### config.mk
export PLATFORM = sky130hd
export DESIGN_NAME = mul_sequencer_flat
export DESIGN_NICKNAME = d
export VERILOG_FILES = /design/src/rtl/mul_if.sv /design/src/rtl/mul_sequencer.sv /design/src/flat_wrapper.sv
export SDC_FILE = /design/constraint.sdc
export NUM_CORES = 1
export LEC_CHECK = 0
export CELL_PAD_IN_SITES_DETAIL_PLACEMENT = 0
export CELL_PAD_IN_SITES_GLOBAL_PLACEMENT = 1
export CORE_MARGIN = 1.5
export CORE_UTILIZATION = 32
export DETAILED_ROUTE_END_ITERATION = 6
export PLACE_DENSITY = 0.89
export SLEW_MARGIN = 0
export SYNTH_ARGS = -nofsm -noshare
export SYNTH_HDL_FRONTEND = slang
export SYNTH_SLANG_ARGS = --single-unit
export TNS_END_PERCENT = 100
### constraint.sdc
create_clock -name clk -period 5.9 [get_ports clk]
set_input_delay 1.18 -clock clk [delete_from_list [all_inputs] [get_ports clk]]
set_output_delay 1.18 -clock clk [all_outputs]
set_load 0.1 [all_outputs]
### src/rtl/mul_if.sv
// Handshake and datapath bundle between decode, mul_sequencer and the HI/LO multiply unit.
// The slave modport is the sequencer's view; the master modport is the environment's view.
interface mul_if #(
    parameter int BUS_WIDTH = 32
);
    logic                 req_valid;
    logic                 req_ready;
    logic [2:0]           req_op;
    logic [BUS_WIDTH-1:0] req_in1;
    logic [BUS_WIDTH-1:0] req_in2;
    logic [4:0]           req_dest;
    logic                 flush;
    logic [BUS_WIDTH-1:0] unit_in1;
    logic [BUS_WIDTH-1:0] unit_in2;
    logic [2:0]           unit_mul_op;
    logic [BUS_WIDTH-1:0] unit_out;
    logic                 busy;
    logic                 mul_done;
    logic                 wb_valid;
    logic [4:0]           wb_dest;
    logic [BUS_WIDTH-1:0] wb_data;

    modport slave (
        input  req_valid, req_op, req_in1, req_in2, req_dest, flush, unit_out,
        output req_ready, unit_in1, unit_in2, unit_mul_op, busy, mul_done,
               wb_valid, wb_dest, wb_data
    );

    modport master (
        output req_valid, req_op, req_in1, req_in2, req_dest, flush, unit_out,
        input  req_ready, unit_in1, unit_in2, unit_mul_op, busy, mul_done,
               wb_valid, wb_dest, wb_data
    );
endinterface

### src/rtl/mul_sequencer.sv
// Issue controller for the HI/LO multiply unit: holds operands for MUL_LATENCY cycles,
// commits the multiply op for exactly one cycle, and sequences MFHI/MFLO writebacks.
module mul_sequencer #(
    parameter int         BUS_WIDTH   = 32,
    parameter int         MUL_LATENCY = 3,
    parameter logic [2:0] MADD        = 3'b000,
    parameter logic [2:0] MADDU       = 3'b001,
    parameter logic [2:0] MUL         = 3'b010,
    parameter logic [2:0] MFLO        = 3'b100,
    parameter logic [2:0] MFHI        = 3'b101,
    parameter logic [2:0] NOP         = 3'b111
) (
    input logic  clk,
    input logic  rst,
    mul_if.slave bus
);
    typedef enum logic [1:0] {IDLE, EXEC, COMMIT, READ} state_t;

    localparam logic [3:0] CNT_INIT = (MUL_LATENCY > 1) ? 4'(MUL_LATENCY - 2) : 4'd0;

    state_t               state, state_nxt;
    logic [2:0]           op_q;
    logic [BUS_WIDTH-1:0] in1_q, in2_q;
    logic [4:0]           dest_q;
    logic [3:0]           cnt_q;
    logic                 accept;
    logic                 req_is_mul, req_is_mf;

    assign accept     = bus.req_valid && bus.req_ready;
    assign req_is_mul = (bus.req_op == MADD) || (bus.req_op == MADDU) || (bus.req_op == MUL);
    assign req_is_mf  = (bus.req_op == MFLO) || (bus.req_op == MFHI);

    always_ff @(posedge clk or posedge rst) begin
        if (rst) state <= IDLE;
        else     state <= state_nxt;
    end

    always_comb begin
        state_nxt = state;
        case (state)
            IDLE: begin
                if (accept) begin
                    if (req_is_mul)     state_nxt = (MUL_LATENCY > 1) ? EXEC : COMMIT;
                    else if (req_is_mf) state_nxt = READ;
                    else                state_nxt = IDLE;
                end
            end
            EXEC: begin
                if (bus.flush)        state_nxt = IDLE;
                else if (cnt_q == '0) state_nxt = COMMIT;
            end
            COMMIT:  state_nxt = IDLE;
            READ:    state_nxt = IDLE;
            default: state_nxt = IDLE;
        endcase
    end

    // Commit is gated by flush combinationally so an aborted multiply never reaches HI/LO.
    always_comb begin
        bus.req_ready   = (state == IDLE) && !bus.flush;
        bus.busy        = (state != IDLE);
        bus.mul_done    = 1'b0;
        bus.unit_mul_op = NOP;
        case (state)
            COMMIT: begin
                if (!bus.flush) begin
                    bus.unit_mul_op = op_q;
                    bus.mul_done    = 1'b1;
                end
            end
            READ:    bus.unit_mul_op = op_q;
            default: bus.unit_mul_op = NOP;
        endcase
    end

    always_ff @(posedge clk or posedge rst) begin
        if (rst) begin
            op_q   <= NOP;
            in1_q  <= '0;
            in2_q  <= '0;
            dest_q <= '0;
            cnt_q  <= '0;
        end else if (accept) begin
            op_q   <= bus.req_op;
            in1_q  <= bus.req_in1;
            in2_q  <= bus.req_in2;
            dest_q <= bus.req_dest;
            cnt_q  <= CNT_INIT;
        end else if (state == EXEC && cnt_q != '0) begin
            cnt_q <= cnt_q - 4'd1;
        end
    end

    assign bus.unit_in1 = in1_q;
    assign bus.unit_in2 = in2_q;

    // Writeback stage: capture the unit's read port at the end of READ.
    always_ff @(posedge clk or posedge rst) begin
        if (rst) begin
            bus.wb_valid <= 1'b0;
            bus.wb_dest  <= '0;
            bus.wb_data  <= '0;
        end else begin
            bus.wb_valid <= (state == READ) && !bus.flush;
            if (state == READ && !bus.flush) begin
                bus.wb_dest <= dest_q;
                bus.wb_data <= bus.unit_out;
            end
        end
    end
endmodule

### src/flat_wrapper.sv
// flat-port wrapper written by rule: the top's interface ports become plain ports
module mul_sequencer_flat 
#(
    parameter int         BUS_WIDTH   = 32,
    parameter int         MUL_LATENCY = 3,
    parameter logic [2:0] MADD        = 3'b000,
    parameter logic [2:0] MADDU       = 3'b001,
    parameter logic [2:0] MUL         = 3'b010,
    parameter logic [2:0] MFLO        = 3'b100,
    parameter logic [2:0] MFHI        = 3'b101,
    parameter logic [2:0] NOP         = 3'b111
)
  (clk, rst, bus_req_valid, bus_req_op, bus_req_in1, bus_req_in2, bus_req_dest, bus_flush, bus_unit_out, bus_req_ready, bus_unit_in1, bus_unit_in2, bus_unit_mul_op, bus_busy, bus_mul_done, bus_wb_valid, bus_wb_dest, bus_wb_data);
  mul_if #(.BUS_WIDTH(BUS_WIDTH)) bus_i ();
  input logic clk;
  input logic rst;
  input wire logic [$bits(bus_i.req_valid)-1:0] bus_req_valid;
  input wire logic [$bits(bus_i.req_op)-1:0] bus_req_op;
  input wire logic [$bits(bus_i.req_in1)-1:0] bus_req_in1;
  input wire logic [$bits(bus_i.req_in2)-1:0] bus_req_in2;
  input wire logic [$bits(bus_i.req_dest)-1:0] bus_req_dest;
  input wire logic [$bits(bus_i.flush)-1:0] bus_flush;
  input wire logic [$bits(bus_i.unit_out)-1:0] bus_unit_out;
  output wire logic [$bits(bus_i.req_ready)-1:0] bus_req_ready;
  output wire logic [$bits(bus_i.unit_in1)-1:0] bus_unit_in1;
  output wire logic [$bits(bus_i.unit_in2)-1:0] bus_unit_in2;
  output wire logic [$bits(bus_i.unit_mul_op)-1:0] bus_unit_mul_op;
  output wire logic [$bits(bus_i.busy)-1:0] bus_busy;
  output wire logic [$bits(bus_i.mul_done)-1:0] bus_mul_done;
  output wire logic [$bits(bus_i.wb_valid)-1:0] bus_wb_valid;
  output wire logic [$bits(bus_i.wb_dest)-1:0] bus_wb_dest;
  output wire logic [$bits(bus_i.wb_data)-1:0] bus_wb_data;
  assign bus_i.req_valid = bus_req_valid;
  assign bus_i.req_op = bus_req_op;
  assign bus_i.req_in1 = bus_req_in1;
  assign bus_i.req_in2 = bus_req_in2;
  assign bus_i.req_dest = bus_req_dest;
  assign bus_i.flush = bus_flush;
  assign bus_i.unit_out = bus_unit_out;
  assign bus_req_ready = bus_i.req_ready;
  assign bus_unit_in1 = bus_i.unit_in1;
  assign bus_unit_in2 = bus_i.unit_in2;
  assign bus_unit_mul_op = bus_i.unit_mul_op;
  assign bus_busy = bus_i.busy;
  assign bus_mul_done = bus_i.mul_done;
  assign bus_wb_valid = bus_i.wb_valid;
  assign bus_wb_dest = bus_i.wb_dest;
  assign bus_wb_data = bus_i.wb_data;
  mul_sequencer #(.BUS_WIDTH(BUS_WIDTH), .MUL_LATENCY(MUL_LATENCY), .MADD(MADD), .MADDU(MADDU), .MUL(MUL), .MFLO(MFLO), .MFHI(MFHI), .NOP(NOP)) u_core (.clk(clk), .rst(rst), .bus(bus_i));
endmodule
==> results of run 1 <==
-- cell families (layout without fill, tap and decap cells) --
group	count (synthesis)	count (layout)
and+or+nand+nor	17	17
adders and majority gates	2	2
AOI/OAI and AO/OA	9	9
muxes	112	112
buffers and inverters	19	255
DFF	116	116
-- registers in the layout, indices dropped and copies added, names as in the netlist --
name,flops
u_core.bus.unit_in1,32
u_core.bus.unit_in2,32
u_core.bus.wb_data,32
u_core.bus.wb_dest,5
u_core.bus.wb_valid,1
u_core.cnt_q,4
u_core.dest_q,5
u_core.op_q,3
u_core.state,2
-- through the flow --
step | hold slack, ps | instance area, sq um | utilization (%)
6_report | 482 | 7380 | 53.6
5_1_grt | 501 | 7380 | 53.6
4_1_cts | 486 | 7380 | 53.6
3_5_place_dp | 474 | 6800 | 49.4
3_3_place_gp | 463 | 6800 | 49.4
2_1_floorplan | 454 | 4490 | -
-- routing by layer --
| layer | part of all wire, % | vias up | wire (um) |
|---|---|---|---|
| met1 | 38 | 1578 | 4050 |
| met5 | 0 | - | 0 |
| met4 | 1.6 | 0 | 176 |
| li1 | - | 1412 | - |
| met3 | 7.7 | 13 | 826 |
| met2 | 53 | 108 | 5710 |
-- synthesized netlist by cell type (3+ instances only) --
library cell and count:
inv_1 6, buf_6 4, dfrtp_1 113, mux2_2 73
or2_2 4, buf_2 6, mux2_1 37, dfstp_2 3
buf_4 3
-- layout by cell type (no fill, tap or decap), types with 3 or more instances in the layout --
master,n
buf_4,4
clkbuf_16,17
clkbuf_8,3
clkdlybuf4s50_1,212
clkinv_2,6
dfrtp_1,113
dfstp_2,3
inv_1,5
mux2_1,37
mux2_2,73
or2_2,4
-- worst reg2reg max path, stage by stage (launching register included) --
cell and delay, ps:
dfrtp_1 490, nor4b_4 820, buf_12 410, mux2_2 440
-- worst paths after layout --
| path | endpoint | cells past startpoint |
|---|---|---|
| setup reg to reg | u_core.bus.unit_in2[11] | 3 |
| hold / removal | u_core.bus.unit_in1[2] | 1 |
| hold reg to reg | u_core.bus.unit_in1[2] | 1 |
| max in group asynchronous | u_core.bus.unit_in2[7] | 3 |
| setup / recovery | bus_mul_done | 3 |
| min in group asynchronous | u_core.bus.wb_data[0] | 2 |
-- layout make-up --
type / instances / share of cell area [%]
inverter: 6 / 0.339
sequential: 116 / 39.4
clock inverter: 10 / 1.42
multi-input combinational: 140 / 19.9
timing repair buffer: 217 / 29.4
clock buffer: 22 / 6.43
tap: 180 / 3.05
==> impl_metrics.ini, run 1 <==
[outcome]
outcome = finished clean

[logic_synthesis]
synth_cell_types = 27
synth_ff_type = dfrtp_1
synth_compound_area_share_pct = 1.42
yosysTopAreaCellShare_pct = 62.9
syn_area_sq_um = 4490
synth_nets = 385
yosysSeqAreaShare_pct = 64.7
synth_edf_count = 0
synth_warnings = 0
synth_top_family_by_area = multiplexers
synth_xor_area_share_pct = 0
yosys.area.top_type = dfrtp_1
yosys-top-cells-area = dfrtp_1, mux2_2, mux2_1, dfstp_2, buf_6
syn_inst = 275
yosys.area_share.simple_pct = 2.65
avgSynthCellArea_sq_um = 16.3
synthMuxAreaShare_pct = 28.0
synthAdderAreaFrac_pct = 0.557
async_reset_ff_share_pct = 100
synth_seq_cells = 116

[grt]
grt-ovfl-total = 0
met3_usage_pct = 6.53
grt_busiest_layer = met2
antenna_found_initial = 0
grt_pass1_wl_um = 17000
gr-usage-met2_pct = 25.3
gr-usage-met1_pct = 17.2
grt_pass1_vias = 3356
grt_max_degree = 79
grt_usage_pct = 15.2

[cells_and_area]
register_area_sq_um = 2910
layout-drive-gt1-share_pct = 23.3
layout.cells.non_filler = 691
syn2layout_area_growth_pct = 64.2
finalNetCount = 608
num_antenna_cells = 0
fill_cells = 1203
multi_input_comb_area_sq_um = 1470

[sta]
fin_ws_ps = 1600
period_share_pct = 72.9
final.setup.tns_ps = 0
drv_slew = 0
min_period_ps = 4300
tightestPinTransition_ps = 1020
rsz0062_at_grt = no
clock.fmax_ghz = 0.232
fin_skew_ps = 8.67
finalSetupViolCount = 0
finalHoldViolCount = 0
max_slew_margin_pct = 32.0

[placement]
port_buffers = 215
dp_hpwl_um = 7780
gp_congestion = 0.727
place_ws_ps = 1610
dp_cells = 659

[drt]
detail-route-antenna-nets = 0
drc = 0
drt_iter0_drc = 81
wl_per_cell_um = 15.6
drtPass1Iterations = 3
vias = 3111
avgViaCountPerCell = 4.50
wirelength_um = 10800

[setup_path]
cp.arrival_ps = 3120
worstSetupEndpointType = primary output
required_ps = 4720
r2r-start = u_core.state[0]
crit_path_start_kind = input port
crit_type = input port to primary output
crit_start = bus_flush
r2r_slack_ps = 3630
critical_path_buf_inv_count = 2
crit_chain = clkdlybuf4s50_1 > nor3b_1 > clkdlybuf4s50_1
path_delay_family = buffers and inverters
critical_path.max_fanout = 6
cp_common_cell = clkdlybuf4s50_1
slowest_delay_ps = 1160
slowest_stage = clkdlybuf4s50_1

[die]
core_sq_um = 13800
die_x_um = 121
io_pins = 216
die_height_um = 121
initial_core_util_pct = 32.6
die-area_sq_um = 14800
std_cell_rows = 43

[cts]
cts_num_sinks = 116
path_clk_slew_ps = 50
cts_resized = 0
numCtsBuffers = 17
worstSkewPairLatency_ps = 400
cts_max_level = 4
post_cts_buffers = 0
cts_tree = built
hold_buffers = 0
clockRootBuffer = clkbuf_16
cts_buffer_depth = 2

[hold_path]
worst_hold_path_type = register to register
hp-start = u_core.bus.unit_in1[2]

[flow_run]
cap_viol_max_count = 0
Power of run 1 is not shown: default switching activity piles up to over one toggle a cycle in this logic, so the estimate is an artifact.
==> run 2: changes to the inputs <==
Settings changed: CORE_UTILIZATION 32 to 29, PLACE_DENSITY 0.89 to 0.86.
Clock period 5.9 ns to 3.8 ns, I/O delays scaled along.
==> impl_metrics.ini, run 2 (same netlist as run 1, synthesis figures left out) <==
[setup_path]
worstReg2RegEnd = u_core.bus.wb_data[9]
r2r-start = u_core.state[0]
required_ps = 3040
crit_chain = or2_2 > clkdlybuf4s50_1
slowest_stage = clkdlybuf4s50_1
critical_path_buf_inv_count = 1
crit_path_start_kind = register
critical_path.max_fanout = 9
r2r_slack_ps = 1740
crit_type = register to primary output
cp.arrival_ps = 2220
slowest_delay_ps = 1120
path_delay_family = buffers and inverters
r2r_cells = 2
worstSetupEndpointType = primary output

[sta]
min_period_ps = 2980
final.setup.tns_ps = 0
drv_slew = 0
period_share_pct = 78.5
max_slew_margin_pct = 30.3
rsz0062_at_grt = no
finalHoldViolCount = 0
finalSetupViolCount = 0
fin_skew_ps = 8.60
clock.fmax_ghz = 0.335
tightestPinTransition_ps = 1040

[grt]
gr-usage-met1_pct = 14.1
met3_usage_pct = 4.48
grt_max_degree = 117
grt_pass1_wl_um = 17200
grt_pass1_vias = 3459
grt-ovfl-total = 0
grt_usage_pct = 13.9
gr-usage-met2_pct = 25.0
grt_busiest_layer = met2
antenna_found_initial = 0

[hold_path]
min_to = u_core.bus.unit_in1[20]
worst_hold_path_type = register to register
hp-start = u_core.bus.unit_in1[20]
hold_depth = 1

[die]
die-area_sq_um = 16200
die_x_um = 127
core_sq_um = 15100
die_height_um = 127
initial_core_util_pct = 29.7
io_pins = 216
std_cell_rows = 45

[flow_run]
cap_viol_max_count = 0

[cts]
path_clk_slew_ps = 50
cts_tree = built
cts_buffer_depth = 2
cts_num_sinks = 116
numCtsBuffers = 17
cts_resized = 0
hold_buffers = 0
worstSkewPairLatency_ps = 410
clockRootBuffer = clkbuf_16
cts_max_level = 4
post_cts_buffers = 0

[placement]
dp_cells = 667
port_buffers = 215
gp_congestion = 0.712
dp_hpwl_um = 7650

[cells_and_area]
finalNetCount = 608
layout.cells.non_filler = 699
layout_common_cells = clkdlybuf4s50_1, dfrtp_1, mux2_2, mux2_1, clkbuf_16
layout-drive-gt1-share_pct = 23.7
num_antenna_cells = 0
layout_commonest_cell = clkdlybuf4s50_1
syn2layout_area_growth_pct = 65.3
final_util_pct = 49.0

[drt]
vias = 3094
drtPass1Iterations = 3
drc = 0
avgViaCountPerCell = 4.43
wirelength_um = 10800
detail-route-antenna-nets = 0
wl_per_cell_um = 15.4
drt_iter0_drc = 76

[outcome]
outcome = finished clean
-- run 2: stage by stage --
stage,instance area [sq um],worst slack (ps),hold slack (ps)
6_report,7430,819,481
3_3_place_gp,6820,821,463
4_1_cts,7430,787,486
2_1_floorplan,4500,91.9,454
3_5_place_dp,6820,787,474
5_1_grt,7430,710,500
-- run 2: layout make-up --
cell class | count | area, sq um
Inverter | 6 | 26.3
Multi-Input combinational cell | 140 | 1470
Sequential cell | 116 | 2910
Tap cell | 188 | 235
Clock inverter | 7 | 93.8
Clock buffer | 25 | 515
Timing Repair Buffer | 217 | 2180
Fill cell | 1351 | 7720
-- run 2: how the worst max path moves through the flow --
stage / from / end / slack, ps / cells past startpoint
4_1_cts: u_core.state[1] / bus_busy / 790 / 2
5_1_grt: u_core.state[1] / bus_busy / 710 / 2
3_5_place_dp: bus_flush / u_core.bus.wb_data[13] / 790 / 4
6_report: u_core.state[0] / bus_busy / 820 / 2
3_3_place_gp: bus_flush / u_core.bus.wb_data[10] / 820 / 4
2_1_floorplan: bus_flush / bus_mul_done / 90 / 1
-- run 2: routing by layer --
metal  share of wire [%]  vias to the layer above
met5                   0                        -
met1                  36                     1561
li1                    -                     1409
met4                 2.8                        0
met3                 5.4                       21
met2                  56                      103
Power of run 2 is left out for the same reason.
==> run 3: changes to the inputs <==
Clock period 3.8 ns to 2.52 ns, I/O delays scaled along.
==> impl_metrics.ini, run 3 (same netlist as run 1, synthesis figures left out) <==
[setup_path]
required_ps = 2020
critical_path.max_fanout = 6
worstReg2RegEnd = u_core.bus.unit_in2[13]
r2r_slack_ps = 760
r2r_cells = 3
worstSetupEndpointType = primary output
cp.arrival_ps = 1890
crit_type = input port to primary output
crit_path_start_kind = input port
r2r-start = u_core.state[1]

[drt]
wirelength_um = 10500
avgViaCountPerCell = 4.45
drtPass1Iterations = 4
wl_per_cell_um = 15.0
drt_iter0_drc = 52
detail-route-antenna-nets = 0
vias = 3128
drc = 0

[die]
die-area_sq_um = 16200
die_x_um = 127
die_height_um = 127
io_pins = 216
core_sq_um = 15100
std_cell_rows = 45
initial_core_util_pct = 29.7

[cts]
cts_tree = built
cts_num_sinks = 116
hold_buffers = 0
cts_buffer_depth = 2
post_cts_buffers = 0
numCtsBuffers = 17
cts_max_level = 4
path_clk_slew_ps = 50
clockRootBuffer = clkbuf_16
worstSkewPairLatency_ps = 400
cts_resized = 0

[sta]
drv_slew = 0
max_slew_margin_pct = 66.0
min_period_ps = 2400
tightestPinTransition_ps = 510
clock.fmax_ghz = 0.417
fin_skew_ps = 7.38
final.setup.tns_ps = 0
rsz0062_at_grt = no
finalHoldViolCount = 0
finalSetupViolCount = 0
period_share_pct = 95.2

[placement]
port_buffers = 215
gp_congestion = 0.705
dp_hpwl_um = 7800

[hold_path]
min_to = u_core.bus.unit_in2[31]
worst_hold_path_type = register to register
hp-start = u_core.bus.unit_in2[31]
hold_depth = 1

[cells_and_area]
layout_common_cells = dfrtp_1, clkdlybuf4s50_1, buf_4, mux2_2, mux2_1
num_antenna_cells = 0
layout_commonest_cell = dfrtp_1
syn2layout_area_growth_pct = 62.8
layout-drive-gt1-share_pct = 44.5
finalNetCount = 612

[grt]
grt_max_degree = 88
grt_pass1_wl_um = 16700
grt_pass1_vias = 3363
grt_usage_pct = 13.3
antenna_found_initial = 0
grt-ovfl-total = 0

[outcome]
outcome = finished clean

[flow_run]
cap_viol_max_count = 0
==> run 3: per-stage QoR <==
step	util [%]	hold WS (ps)	instances	setup slack [ps]	instance area (sq um)
after floorplan	-	454	275	130	4500
after global placement	44.1	463	671	162	6690
after detailed placement	44.1	476	671	117	6690
after CTS	48.3	488	703	113	7310
after global routing	48.3	499	703	30.9	7310
final	48.3	483	703	122	7310
==> run 3: area by class of cell <==
class,instances,area (sq um)
clock buffers,23,478
clock inverters,9,150
fillers,1360,7830
inverters,6,26.3
multi-input cells,140,1480
flip-flops and latches,116,2910
well taps,188,235
repair buffers,221,2040
==> run 3: layer usage <==
layer	GRT usage (%)	vias to the layer above	part of all wire, %
li1	-	1420	-
met4	5.08	0	1.7
met5	0	-	0
met2	23.1	114	53
met1	14.6	1580	38
met3	5.40	14	7.0
==> run 3: worst max path at each step <==
stage,from,end,slack (ps),cells past startpoint
floorplan,u_core.state[0],bus_req_ready,130,3
global placement,bus_flush,bus_unit_mul_op[1],160,5
detailed placement,bus_flush,bus_unit_mul_op[2],120,5
CTS,bus_flush,bus_unit_mul_op[2],110,5
global route,bus_flush,bus_unit_mul_op[0],30,5
finish,bus_flush,bus_unit_mul_op[2],120,5
==> run 3: critical path, stage by stage <==
cell and delay, ps:
clkdlybuf4s50_1 670, inv_1 140, o21ai_0 230, or2_2 180, buf_12 170
Power of run 3 is left out for the same reason.
